### config.mk
export PLATFORM = sky130hd
export DESIGN_NAME = recon_16_23
export DESIGN_NICKNAME = d
export VERILOG_FILES = /design/src/rtl/div_16_23_pkg.sv /design/src/rtl/recon_16_23_check.sv /design/src/rtl/recon_16_23.sv
export SDC_FILE = /design/constraint.sdc
export NUM_CORES = 1
export LEC_CHECK = 0
export ABC_AREA = 1
export BUFFER_PORTS_ARGS = -buffer_cell sky130_fd_sc_hd__buf_4
export CAP_MARGIN = 20
export CORE_ASPECT_RATIO = 2
export CORE_MARGIN = 4
export CORE_UTILIZATION = 50
export CTS_CLUSTER_DIAMETER = 150
export DETAILED_ROUTE_END_ITERATION = 8
export PLACE_DENSITY = 0.67
export RECOVER_POWER = 50
export SYNTH_ARGS = -nofsm -noshare
export SYNTH_HDL_FRONTEND = slang
export SYNTH_SLANG_ARGS = --single-unit
### constraint.sdc
create_clock -name clk -period 4.2 [get_ports clk]
set_input_delay 0.84 -clock clk [delete_from_list [all_inputs] [get_ports clk]]
set_output_delay 0.84 -clock clk [all_outputs]
set_load 0.1 [all_outputs]
### src/rtl/div_16_23_pkg.sv
// Shared constants and FSM state type for the divide-by-23 / reconstruct-by-23 blocks.
package div_16_23_pkg;

  localparam int unsigned DIV_CONST = 23;
  localparam int unsigned XW_DEF    = 16;
  localparam int unsigned QW_DEF    = 12;
  localparam int unsigned RW_DEF    = 5;
  localparam int unsigned ACC_W     = 17;
  localparam int unsigned CNT_W     = 3;
  localparam int unsigned LAST_STEP = 4;

  typedef enum logic [1:0] {
    IDLE = 2'd0,
    CALC = 2'd1,
    DONE = 2'd2
  } state_e;

endpackage : div_16_23_pkg

### src/rtl/recon_16_23_check.sv
// Flags a remainder outside 0..22 (latched at accept) or a final sum above the XW-bit range.
module recon_16_23_check
  import div_16_23_pkg::*;
#(
  parameter int unsigned XW = XW_DEF,
  parameter int unsigned RW = RW_DEF
) (
  input  logic             clk,
  input  logic             rst_n,
  input  logic             load_i,
  input  logic [RW-1:0]    r_i,
  input  logic [ACC_W-1:0] acc_i,
  output logic             err_c_o
);

  localparam int unsigned X_MAX = (32'd1 << XW) - 32'd1;

  logic range_q;
  logic range_d;

  always_comb begin
    range_d = range_q;
    if (load_i) begin
      range_d = (32'(r_i) >= DIV_CONST);
    end
  end

  always_ff @(posedge clk or negedge rst_n) begin
    if (!rst_n) begin
      range_q <= 1'b0;
    end else begin
      range_q <= range_d;
    end
  end

  assign err_c_o = range_q | (32'(acc_i) > X_MAX);

endmodule : recon_16_23_check

### src/rtl/recon_16_23.sv
// Rebuilds X = Q*23 + R with a five-step shift-add FSM (IDLE -> CALC -> DONE).
// Define RECON_16_23_CHECK_EN to drive ERR_out from range/overflow detection; otherwise ERR_out is 0.
module recon_16_23
  import div_16_23_pkg::*;
#(
  parameter int unsigned XW = XW_DEF,
  parameter int unsigned QW = QW_DEF,
  parameter int unsigned RW = RW_DEF
) (
  input  logic        clk,
  input  logic        rst_n,
  input  logic [QW:1] IN_Q,
  input  logic [RW:1] IN_R,
  input  logic        in_valid,
  output logic        in_ready,
  output logic [XW:1] X_out,
  output logic        ERR_out,
  output logic        out_valid,
  input  logic        out_ready
);

  localparam logic [7:0] K_BITS = 8'(DIV_CONST);

  state_e            state_q, state_d;
  logic [QW-1:0]     q_q, q_d;
  logic [ACC_W-1:0]  acc_q, acc_d;
  logic [CNT_W-1:0]  cnt_q, cnt_d;
  logic [XW-1:0]     x_q, x_d;
  logic              err_q, err_d;
  logic              vld_q, vld_d;
  logic              rdy_q, rdy_d;
  logic [ACC_W-1:0]  acc_step_c;
  logic              err_c;

`ifdef RECON_16_23_CHECK_EN
  logic accept_c;
  assign accept_c = (state_q == IDLE) && in_valid && rdy_q;

  recon_16_23_check #(
    .XW (XW),
    .RW (RW)
  ) u_check (
    .clk     (clk),
    .rst_n   (rst_n),
    .load_i  (accept_c),
    .r_i     (IN_R),
    .acc_i   (acc_step_c),
    .err_c_o (err_c)
  );
`else
  assign err_c = 1'b0;
`endif

  // Partial product for the current step: Q<<i only where bit i of the constant is set.
  assign acc_step_c = acc_q + (K_BITS[cnt_q] ? (ACC_W'(q_q) << cnt_q) : '0);

  always_comb begin
    state_d = state_q;
    q_d     = q_q;
    acc_d   = acc_q;
    cnt_d   = cnt_q;
    x_d     = x_q;
    err_d   = err_q;
    vld_d   = vld_q;
    rdy_d   = rdy_q;
    unique case (state_q)
      IDLE: begin
        if (in_valid && rdy_q) begin
          q_d     = IN_Q;
          acc_d   = ACC_W'(IN_R);
          cnt_d   = '0;
          rdy_d   = 1'b0;
          state_d = CALC;
        end
      end
      CALC: begin
        acc_d = acc_step_c;
        cnt_d = cnt_q + CNT_W'(1);
        if (cnt_q == CNT_W'(LAST_STEP)) begin
          x_d     = acc_step_c[XW-1:0];
          err_d   = err_c;
          vld_d   = 1'b1;
          state_d = DONE;
        end
      end
      DONE: begin
        if (out_ready) begin
          vld_d   = 1'b0;
          rdy_d   = 1'b1;
          state_d = IDLE;
        end
      end
      default: begin
        vld_d   = 1'b0;
        rdy_d   = 1'b1;
        state_d = IDLE;
      end
    endcase
  end

  always_ff @(posedge clk or negedge rst_n) begin
    if (!rst_n) begin
      state_q <= IDLE;
    end else begin
      state_q <= state_d;
    end
  end

  always_ff @(posedge clk or negedge rst_n) begin
    if (!rst_n) begin
      q_q   <= '0;
      acc_q <= '0;
      cnt_q <= '0;
      x_q   <= '0;
      err_q <= 1'b0;
      vld_q <= 1'b0;
      rdy_q <= 1'b1;
    end else begin
      q_q   <= q_d;
      acc_q <= acc_d;
      cnt_q <= cnt_d;
      x_q   <= x_d;
      err_q <= err_d;
      vld_q <= vld_d;
      rdy_q <= rdy_d;
    end
  end

  assign in_ready  = rdy_q;
  assign X_out     = x_q;
  assign ERR_out   = err_q;
  assign out_valid = vld_q;

endmodule : recon_16_23

# [Word-level counts from Yosys, hierarchy flattened]
# Memory sizes are Yosys's and may differ from the RTL's.
# Cells that the tools add are included.
[op_classes] addsub=2 order_cmp=1 n_eq_ne=6 shift=1 muxes=16 n_bitwise=2 n_reduce_logical=9
[op_table] cell="17-bit two-way mux" n=2
[op_table] cell="17-bit case mux with 2 select lines" n=1
[op_table] cell="17-bit adder" n=1
[op_table] cell="12-bit by 3-bit left shift with 17-bit output" n=1
[op_table] cell="3-bit AND reduction" n=3
[op_table] cell="2-bit two-way mux" n=3
[op_table] cell="2-bit != test (second input constant)" n=3
[op_table] cell="1-bit case mux with 3 select lines" n=2
[op_table] cell="2-bit case mux with 3 select lines" n=1
[op_table] cell="3-bit case mux with 2 select lines" n=1
[op_table] cell="2-bit AND reduction" n=3
[op_table] cell="1-bit two-way mux" n=5
[op_table] cell="3-bit by 4-bit < comparator with 1-bit output (second input constant)" n=1
[op_table] cell="3-bit by 1-bit adder with 3-bit output (second input constant)" n=1
[op_table] cell="3-bit equality test (second input constant)" n=1
[op_table] cell="3-bit two-way mux" n=1
[op_table] cell="2-bit by 1-bit equality test with 1-bit output (second input constant)" n=1
[op_table] cell="2-bit equality test (second input constant)" n=1
[op_table] cell="2-bit logical NOT" n=1
[op_table] cell="1-bit inverter" n=2
[op_table] cell="2-bit nonzero test" n=1
[op_table] cell="1-bit logical AND" n=1
[totals] reg_bits=52 romBits=8 in_bits=21 memories=1
[memory_table] name="(no name shown)" depth=8 width=1 rd=1 rd_ports_with_merged_regs=0 wr=0 line_no="recon_16_23.sv:55" rtl="assign acc_step_c = acc_q + (K_BITS[cnt_q] ? (ACC_W'(q_q) << cnt_q) : '0);"

# [Depth between registers and ports, before layout]
# Gate-level depths: netlist of run 1.
[depth] ltp_word=5 depth_mapped=19 mapped_depth_nobuf=18

# [Worst setup path before layout of run 1]
# OpenSTA, ideal clock, no wires.
[synth_path] kind="register to register" start="reg cnt_q[0]" end="reg x_q[8] (netlist: X_out[9])" setup_ns=0.120 t_arrival_ns=2.491 t_required_ns=4.080 slack_ns=1.589 stages_incl_launch_ff=16 path_buffers=1 period_less_slack_ns=2.611 path_cell_list="dfrtp_1 ha_1 nor2_1 inv_1 clkbuf_1 nor2_1 ha_1 inv_1 fa_1 inv_1 nand3_1 nand2_1 a21oi_1 or2_2 nand3_1 nand2_1"
[synth_via] elab_chain_len=4 word_cells_on_any_way=7 classes_between="add/sub (1); eq/ne (1); shift (1); mux (2); reduce/logical (1); memory (1)"
[synth_lines] item="start, declared" line_no="recon_16_23.sv:27" rtl="logic [CNT_W-1:0] cnt_q, cnt_d;"
[synth_lines] item="start signal, assigned" line_no="recon_16_23.sv:121" rtl="cnt_q <= cnt_d;"
[synth_lines] item="memory 8 x 1 bit"
[synth_lines] item="1-bit two-way mux (not written as such)" line_no="recon_16_23.sv:55"
[synth_lines] item="17-bit two-way mux" line_no="recon_16_23.sv:55"
[synth_lines] item="17-bit adder" line_no="recon_16_23.sv:55"
[synth_lines] item="end signal, assigned" line_no="recon_16_23.sv:114" rtl="x_q <= '0;"
[synth_lines] item="end signal, assigned" line_no="recon_16_23.sv:122" rtl="x_q <= x_d;"
[synth_lines] item="end, declared" line_no="recon_16_23.sv:28" rtl="logic [XW-1:0] x_q, x_d;"
# Several ways; a longest one is shown, not always the timed one. The select of a mux whose other input is x is not followed.
# A chain may end at the register's enable or synchronous reset.

# [Worst setup path in the final report of run 1]
[layout_path] start="reg cnt_q[0]" end="reg acc_q[10]"
[layout_via] elab_chain_len=5 word_cells_on_any_way=6 classes_between="add/sub (1); shift (1); mux (3); memory (1)"
[layout_lines] item="memory 8 x 1 bit"
[layout_lines] item="1-bit two-way mux (not written as such)" line_no="recon_16_23.sv:55"
[layout_lines] item="17-bit two-way mux (*)" line_no="recon_16_23.sv:55"
[layout_lines] item="17-bit adder (*)" line_no="recon_16_23.sv:55"
[layout_lines] item="17-bit case mux with 2 select lines (*)" line_no="recon_16_23.sv:66" rtl="unique case (state_q)"
[layout_lines] item="end signal, assigned" line_no="recon_16_23.sv:112" rtl="acc_q <= '0;"
[layout_lines] item="end signal, assigned" line_no="recon_16_23.sv:120" rtl="acc_q <= acc_d;"
[layout_lines] item="end, declared" line_no="recon_16_23.sv:26" rtl="logic [ACC_W-1:0] acc_q, acc_d;"
# Every way passes the cells marked *; elsewhere a longest branch is shown, timed or not. The select of a mux whose other input is x is not followed.

==> results_dict.tcl, run 1 <==
set metrics [dict create \
    via_count_of_the_first_global_routing_pass 3055 \
    maximum_capacitance_violations 1 \
    grt-ovfl-total 0 \
    die_x_um 65.6 \
    synth-edff-count 0 \
    tightest_slew_ns 2.70 \
    detailroute.via_count 3045 \
    n_fill_cell 693 \
    die_height_um 123 \
    clk_latency_ns 0.29 \
    shortest_period_the_worst_path_allows_ns 3.12 \
    design.final.nets 544 \
    min-delay-path-class "reg -> reg" \
    cts-root-buf "clkbuf_16" \
    final_max_slew_viol_count 52 \
    postCtsHoldBufs 0 \
    failed_checks "max-capacitance violations, max-slew violations" \
    cts_repair_resize_count 0 \
    multi_input_comb_area_sq_um 1750 \
    critical_path_arrival_ns 3.31 \
    worstSetupPathType "reg -> reg" \
    design.die.area_sq_um 8070 \
    clkSlewWorstSetupHoldPaths_ns 0.06 \
    grt.total_usage 0.219 \
    critPathRequiredTime_ns 4.39 \
    synthTopCellsByCount "211 x nand2_1, 50 x dfrtp_1, 47 x inv_1" \
    placeableCoreArea_sq_um 6360 \
    place.detailed.hpwl_um 6320 \
    cts_max_level 2 \
    yosys.cell_types.count 37 \
    antenna-diode-count 0 \
    setup_viol_count_final 0 \
    wl_per_cell_um 13.6 \
    max_freq_ghz 0.320 \
    synth.largest_area_cell "dfrtp_1" \
    top_level_ports 40 \
    postSynthNetCount 513 \
    total_clock_buffers_created_by_cts 5 \
    timing.critical_path.fanout_max 14 \
    finClkSkew_ns 0.00557 \
    grt_antenna_before_repair 0 \
    number_of_remaining_drc_errors 0 \
    slowest_stage "dfrtp_1" \
    part_of_the_yosys_area_used_for_sequential_elements 0.386 \
    critPathCaptureType "register" \
    synth.cell_area_sq_um 3310 \
    detail-route-antenna-nets 0 \
    run_status "complete, but fails checks" \
    post_route_cells_drive_above_1_share 0.0968 \
    clockBufferDepth 2 \
    timing.max_slew.rel_slack -0.802 \
    effective_utilization_at_floorplan 0.521 \
    cells_along_the_critical_path "ha_1 > nor2_1 > inv_1 > nor2_1 > ha_1 > inv_1 > fa_1 > inv_1 > nand3_1 > nand2_1 > nand2_1 > nand2_1 > nand2_1 > nand2_1 > nand2_1 > nand3_1 > nand2_1" \
    largest_cells_by_area_after_synthesis "dfrtp_1 38%, nand2_1 24%, ha_1 6.4%, nand3_1 5.4%, inv_1 5.3%" \
    critical_path.most_common_cell "nand2_1" \
    post_synthesis_sequential_element_count 51 \
    average_vias_per_placed_instance 5.14 \
    placementRows 41 \
    tritoncts "done" \
    share_of_flip_flops_with_an_asynchronous_set_or_reset 1.00 \
    gp_congestion 0.974 \
    synthesis.yosys.warnings 0 \
    wire_length_of_the_first_global_routing_pass_um 13400 \
    number_of_drc_markers_after_the_initial_detailed_route_iteration 106 \
    synth.top_cell.area_share 0.378 \
    synthToLayoutAreaGrowth_pct 12.8 \
    max_stage_delay_ns 0.53 \
    period_share 0.743 \
    layout.area.seq_sq_um 1280 \
    syn_avg_cell_area_sq_um 6.99 \
    setup.worst_path.start_class "register" \
    count_of_port_buffers_added_during_placement 38 \
    final.setup.tns_ns 0 \
    timing_hold_violations_final 0 \
    maximum_number_of_pins_on_one_net_before_global_route_repair 52 \
    cts_setup_buffers 0 \
    number_of_instances_in_the_synthesized_netlist 474 \
    drt_first_pass_iters 4 \
    most_common_flop_cell_mapped_by_yosys "dfrtp_1" \
    sinks_on_clock_net 51 \
    route.final.wire_length_um 8050 \
    grt_setup_unrepaired "no" \
    yosysMostFrequentCell "nand2_1" \
]
==> registers in the layout, indices dropped and copies added, names as in the netlist <==
name	flops
acc_q	16
cnt_q	3
out_valid	1
in_ready	1
X_out	16
state_q	2
q_q	12
==> layer usage <==
| metal | GRT usage | part of all wire |
|---|---|---|
| met5 | 0 | 0 |
| met1 | 0.218 | 0.37 |
| met2 | 0.418 | 0.55 |
| met4 | 0.129 | 0.049 |
| met3 | 0.0282 | 0.029 |
==> worst paths after layout <==
kind                       depth (start not counted)                     to                  from  slack (ns)
min                                                2   in_ready$_DFFE_PN1P_  in_ready$_DFFE_PN1P_        0.48
min in group asynchronous                          1   X_out[2]$_DFFE_PN0P_                 rst_n        1.40
min reg2reg                                        2   in_ready$_DFFE_PN1P_  in_ready$_DFFE_PN1P_        0.48
max in group asynchronous                          1  out_valid$_DFFE_PN0P_                 rst_n        1.26
max reg2reg                                       17  acc_q[10]$_DFFE_PN0P_  cnt_q[0]$_DFFE_PN0P_        1.08
max                                               17  acc_q[10]$_DFFE_PN0P_  cnt_q[0]$_DFFE_PN0P_        1.08
==> cell families after synthesis <==
logic type	after synthesis	synth area share
buffers and inverters	64	0.0835
xor gates and xnor gates	6	0.0159
and+or+nand+nor	286	0.363
DFF	51	0.386
adders and majority gates	18	0.0703
AOI/OAI and AO/OA	47	0.0774
other	1	0.00113
muxes	1	0.00302
==> worst max-delay path: cells and delay by family, from the launching register on <==
family                     cells  cell delay, ns
and+or+nand+nor               11            1.22
adders and majority gates      3            0.88
DFF                            1            0.53
buffers and inverters          3            0.37
==> placed cells by master (no fill, tap or decap), types with 2 or more instances in the layout <==
master,instances
a21oi_1,11
and2_1,2
buf_4,32
clkbuf_1,6
clkbuf_16,5
dfrtp_1,50
ha_1,17
inv_1,48
nand2_1,212
nand3_1,37
nand3b_1,4
nand4_1,3
nor2_1,19
nor3_1,2
o21ai_0,21
o21ai_1,5
o22ai_1,7
or2_2,2
xnor2_1,5
==> stage by stage <==
stage | hold slack (ns) | cell area [sq um] | instances | utilization | worst slack [ns]
after floorplan | 0.456 | 3310 | 474 | - | 1.59
after global placement | 0.458 | 3620 | 584 | 0.569 | 1.11
after detailed placement | 0.464 | 3620 | 584 | 0.569 | 1.06
after CTS | 0.481 | 3770 | 592 | 0.592 | 1.06
after global routing | 0.502 | 3730 | 592 | 0.587 | 0.657
final | 0.479 | 3730 | 592 | 0.587 | 1.08
==> area by class of cell <==
cell class                 instances  share of cell area
multi-input combinational        359               0.467
sequential                        51               0.342
tap                               86              0.0288
clock inverter                     1             0.00134
clock buffer                       7              0.0382
inverter                          50              0.0509
timing repair buffer              38              0.0714
Power of run 1 is left out: the tool's default activity adds up to more than one toggle a clock period on the data nets, which glitch-free logic cannot reach.
==> inputs of run 2 (changes only) <==
==> constraint.sdc (replaced) <==
create_clock -name clk -period 3.1 [get_ports clk]
set_input_delay 0.62 -clock clk [delete_from_list [all_inputs] [get_ports clk]]
set_output_delay 0.62 -clock clk [all_outputs]
set_load 0.1 [all_outputs]
==> run 2 against run 1 <==
Net effect: the flow now finishes without violations; critical path depth did not move; maximum frequency rose by 9.9%; register-to-register slack got worse by 0.82 ns; critical endpoint is now X_out[15]$_DFFE_PN0P_.
==> results_dict.tcl, run 2 (synthesis gave the netlist of run 1 again) <==
set metrics [dict create \
    synthToLayoutAreaGrowth_pct 15.1 \
    shortest_period_the_worst_path_allows_ns 2.84 \
    cts_max_level 2 \
    r2r-end "X_out[15]$_DFFE_PN0P_" \
    timing.hold.worst_endpoint "X_out[3]$_DFFE_PN0P_" \
    setup.worst_path.start_class "register" \
    logic_depth_of_the_worst_register_to_register_path 17 \
    crit-reg2reg-launch "cnt_q[1]$_DFFE_PN0P_" \
    setup_viol_count_final 0 \
    clkSlewWorstSetupHoldPaths_ns 0.07 \
    critical_path_arrival_ns 3.04 \
    grt_setup_unrepaired "no" \
    number_of_drc_markers_after_the_initial_detailed_route_iteration 116 \
    design.final.nets 549 \
    wire_length_of_the_first_global_routing_pass_um 13700 \
    maximum_number_of_pins_on_one_net_before_global_route_repair 52 \
    min-delay-path-class "reg -> reg" \
    post_route_cells_drive_above_1_share 0.121 \
    max_stage_delay_ns 0.50 \
    sinks_on_clock_net 51 \
    rrSetupSlack_ns 0.26 \
    cts_setup_buffers 0 \
    finClkSkew_ns 0.00579 \
    critPathRequiredTime_ns 3.30 \
    via_count_of_the_first_global_routing_pass 3128 \
    effective_utilization_at_floorplan 0.521 \
    cells_along_the_critical_path "ha_1 > nor2_1 > inv_2 > nor2_1 > ha_1 > inv_1 > fa_1 > inv_1 > nand3_1 > nand2_1 > nand2_1 > nand2_1 > nand2_1 > nand2_1 > nand2_1 > nand3_1 > nand2_1" \
    final.setup.tns_ns 0 \
    placeableCoreArea_sq_um 6360 \
    cts-root-buf "clkbuf_16" \
    tritoncts "done" \
    cts_repair_resize_count 0 \
    detailroute.via_count 3096 \
    critPathCaptureType "register" \
    final_max_slew_viol_count 0 \
    critical_path.most_common_cell "nand2_1" \
    top_level_ports 40 \
    design.die.area_sq_um 8070 \
    number_of_remaining_drc_errors 0 \
    total_clock_buffers_created_by_cts 5 \
    placementRows 41 \
    mostFrequentLayoutCells "212 x nand2_1, 50 x dfrtp_1, 46 x inv_1, 41 x buf_4, 36 x nand3_1" \
    route.final.wire_length_um 8170 \
    die_height_um 123 \
    timing_hold_violations_final 0 \
    period_share 0.916 \
    max_freq_ghz 0.352 \
    postCtsHoldBufs 0 \
    drt_first_pass_iters 4 \
    grt_antenna_before_repair 0 \
    detail-route-antenna-nets 0 \
    min_path_cells 2 \
    layout_commonest_cell "nand2_1" \
    antenna-diode-count 0 \
    timing.max_slew.rel_slack 0.162 \
    die_x_um 65.6 \
    place.detailed.hpwl_um 6440 \
    clockBufferDepth 2 \
    run_status "finished clean" \
    count_of_port_buffers_added_during_placement 38 \
    tightest_slew_ns 1.26 \
    grt-ovfl-total 0 \
    worstSetupPathType "reg -> reg" \
    clk_latency_ns 0.30 \
    min_from "X_out[3]$_DFFE_PN0P_" \
    slowest_stage "dfrtp_1" \
    wl_per_cell_um 13.7 \
    average_vias_per_placed_instance 5.19 \
    timing.critical_path.fanout_max 13 \
    gp_congestion 0.937 \
    grt.total_usage 0.223 \
    maximum_capacitance_violations 0 \
]
-- run 2: final cells by class --
cell class / instances / area, sq um
inverters: 50 / 190
well taps: 86 / 108
clock buffers: 5 / 125
fillers: 654 / 2550
clock inverters: 3 / 43.8
repair buffers: 43 / 317
multi-input cells: 359 / 1750
flip-flops and latches: 51 / 1280
-- run 2: per-stage QoR --
| step | std cells | instance area [sq um] | setup WS (ns) | hold WS, ns | utilization |
|---|---|---|---|---|---|
| global placement | 589 | 3660 | 0.349 | 0.457 | 0.575 |
| CTS | 597 | 3820 | 0.224 | 0.376 | 0.601 |
| floorplan | 474 | 3310 | 0.489 | 0.324 | - |
| detailed placement | 589 | 3660 | 0.239 | 0.463 | 0.575 |
| finish | 597 | 3810 | 0.260 | 0.475 | 0.599 |
| global route | 597 | 3810 | 0.00152 | 0.500 | 0.599 |
-- run 2: how the worst max path moves through the flow --
stage,startpoint,endpoint,cells past startpoint
finish,cnt_q[1]$_DFFE_PN0P_,X_out[15]$_DFFE_PN0P_,17
global route,cnt_q[1]$_DFFE_PN0P_,X_out[15]$_DFFE_PN0P_,17
CTS,cnt_q[1]$_DFFE_PN0P_,X_out[15]$_DFFE_PN0P_,17
detailed placement,cnt_q[1]$_DFFE_PN0P_,X_out[15]$_DFFE_PN0P_,17
global placement,cnt_q[1]$_DFFE_PN0P_,X_out[11]$_DFFE_PN0P_,17
floorplan,cnt_q[0]$_DFFE_PN0P_,X_out[9]$_DFFE_PN0P_,15
-- run 2: critical path: cells and delay by family, from the launching register on --
family                     cells  cell delay [ns]
adders and majority gates      3             0.81
DFF                            1             0.50
buffers and inverters          3             0.28
and+or+nand+nor               11             1.14
-- run 2: per-layer routing --
metal  GRT usage  wire, um
met5           0         0
met4       0.134       333
met3      0.0364       278
met2       0.421      4550
met1       0.220      3000
Power of run 2 is left out for the same reason.
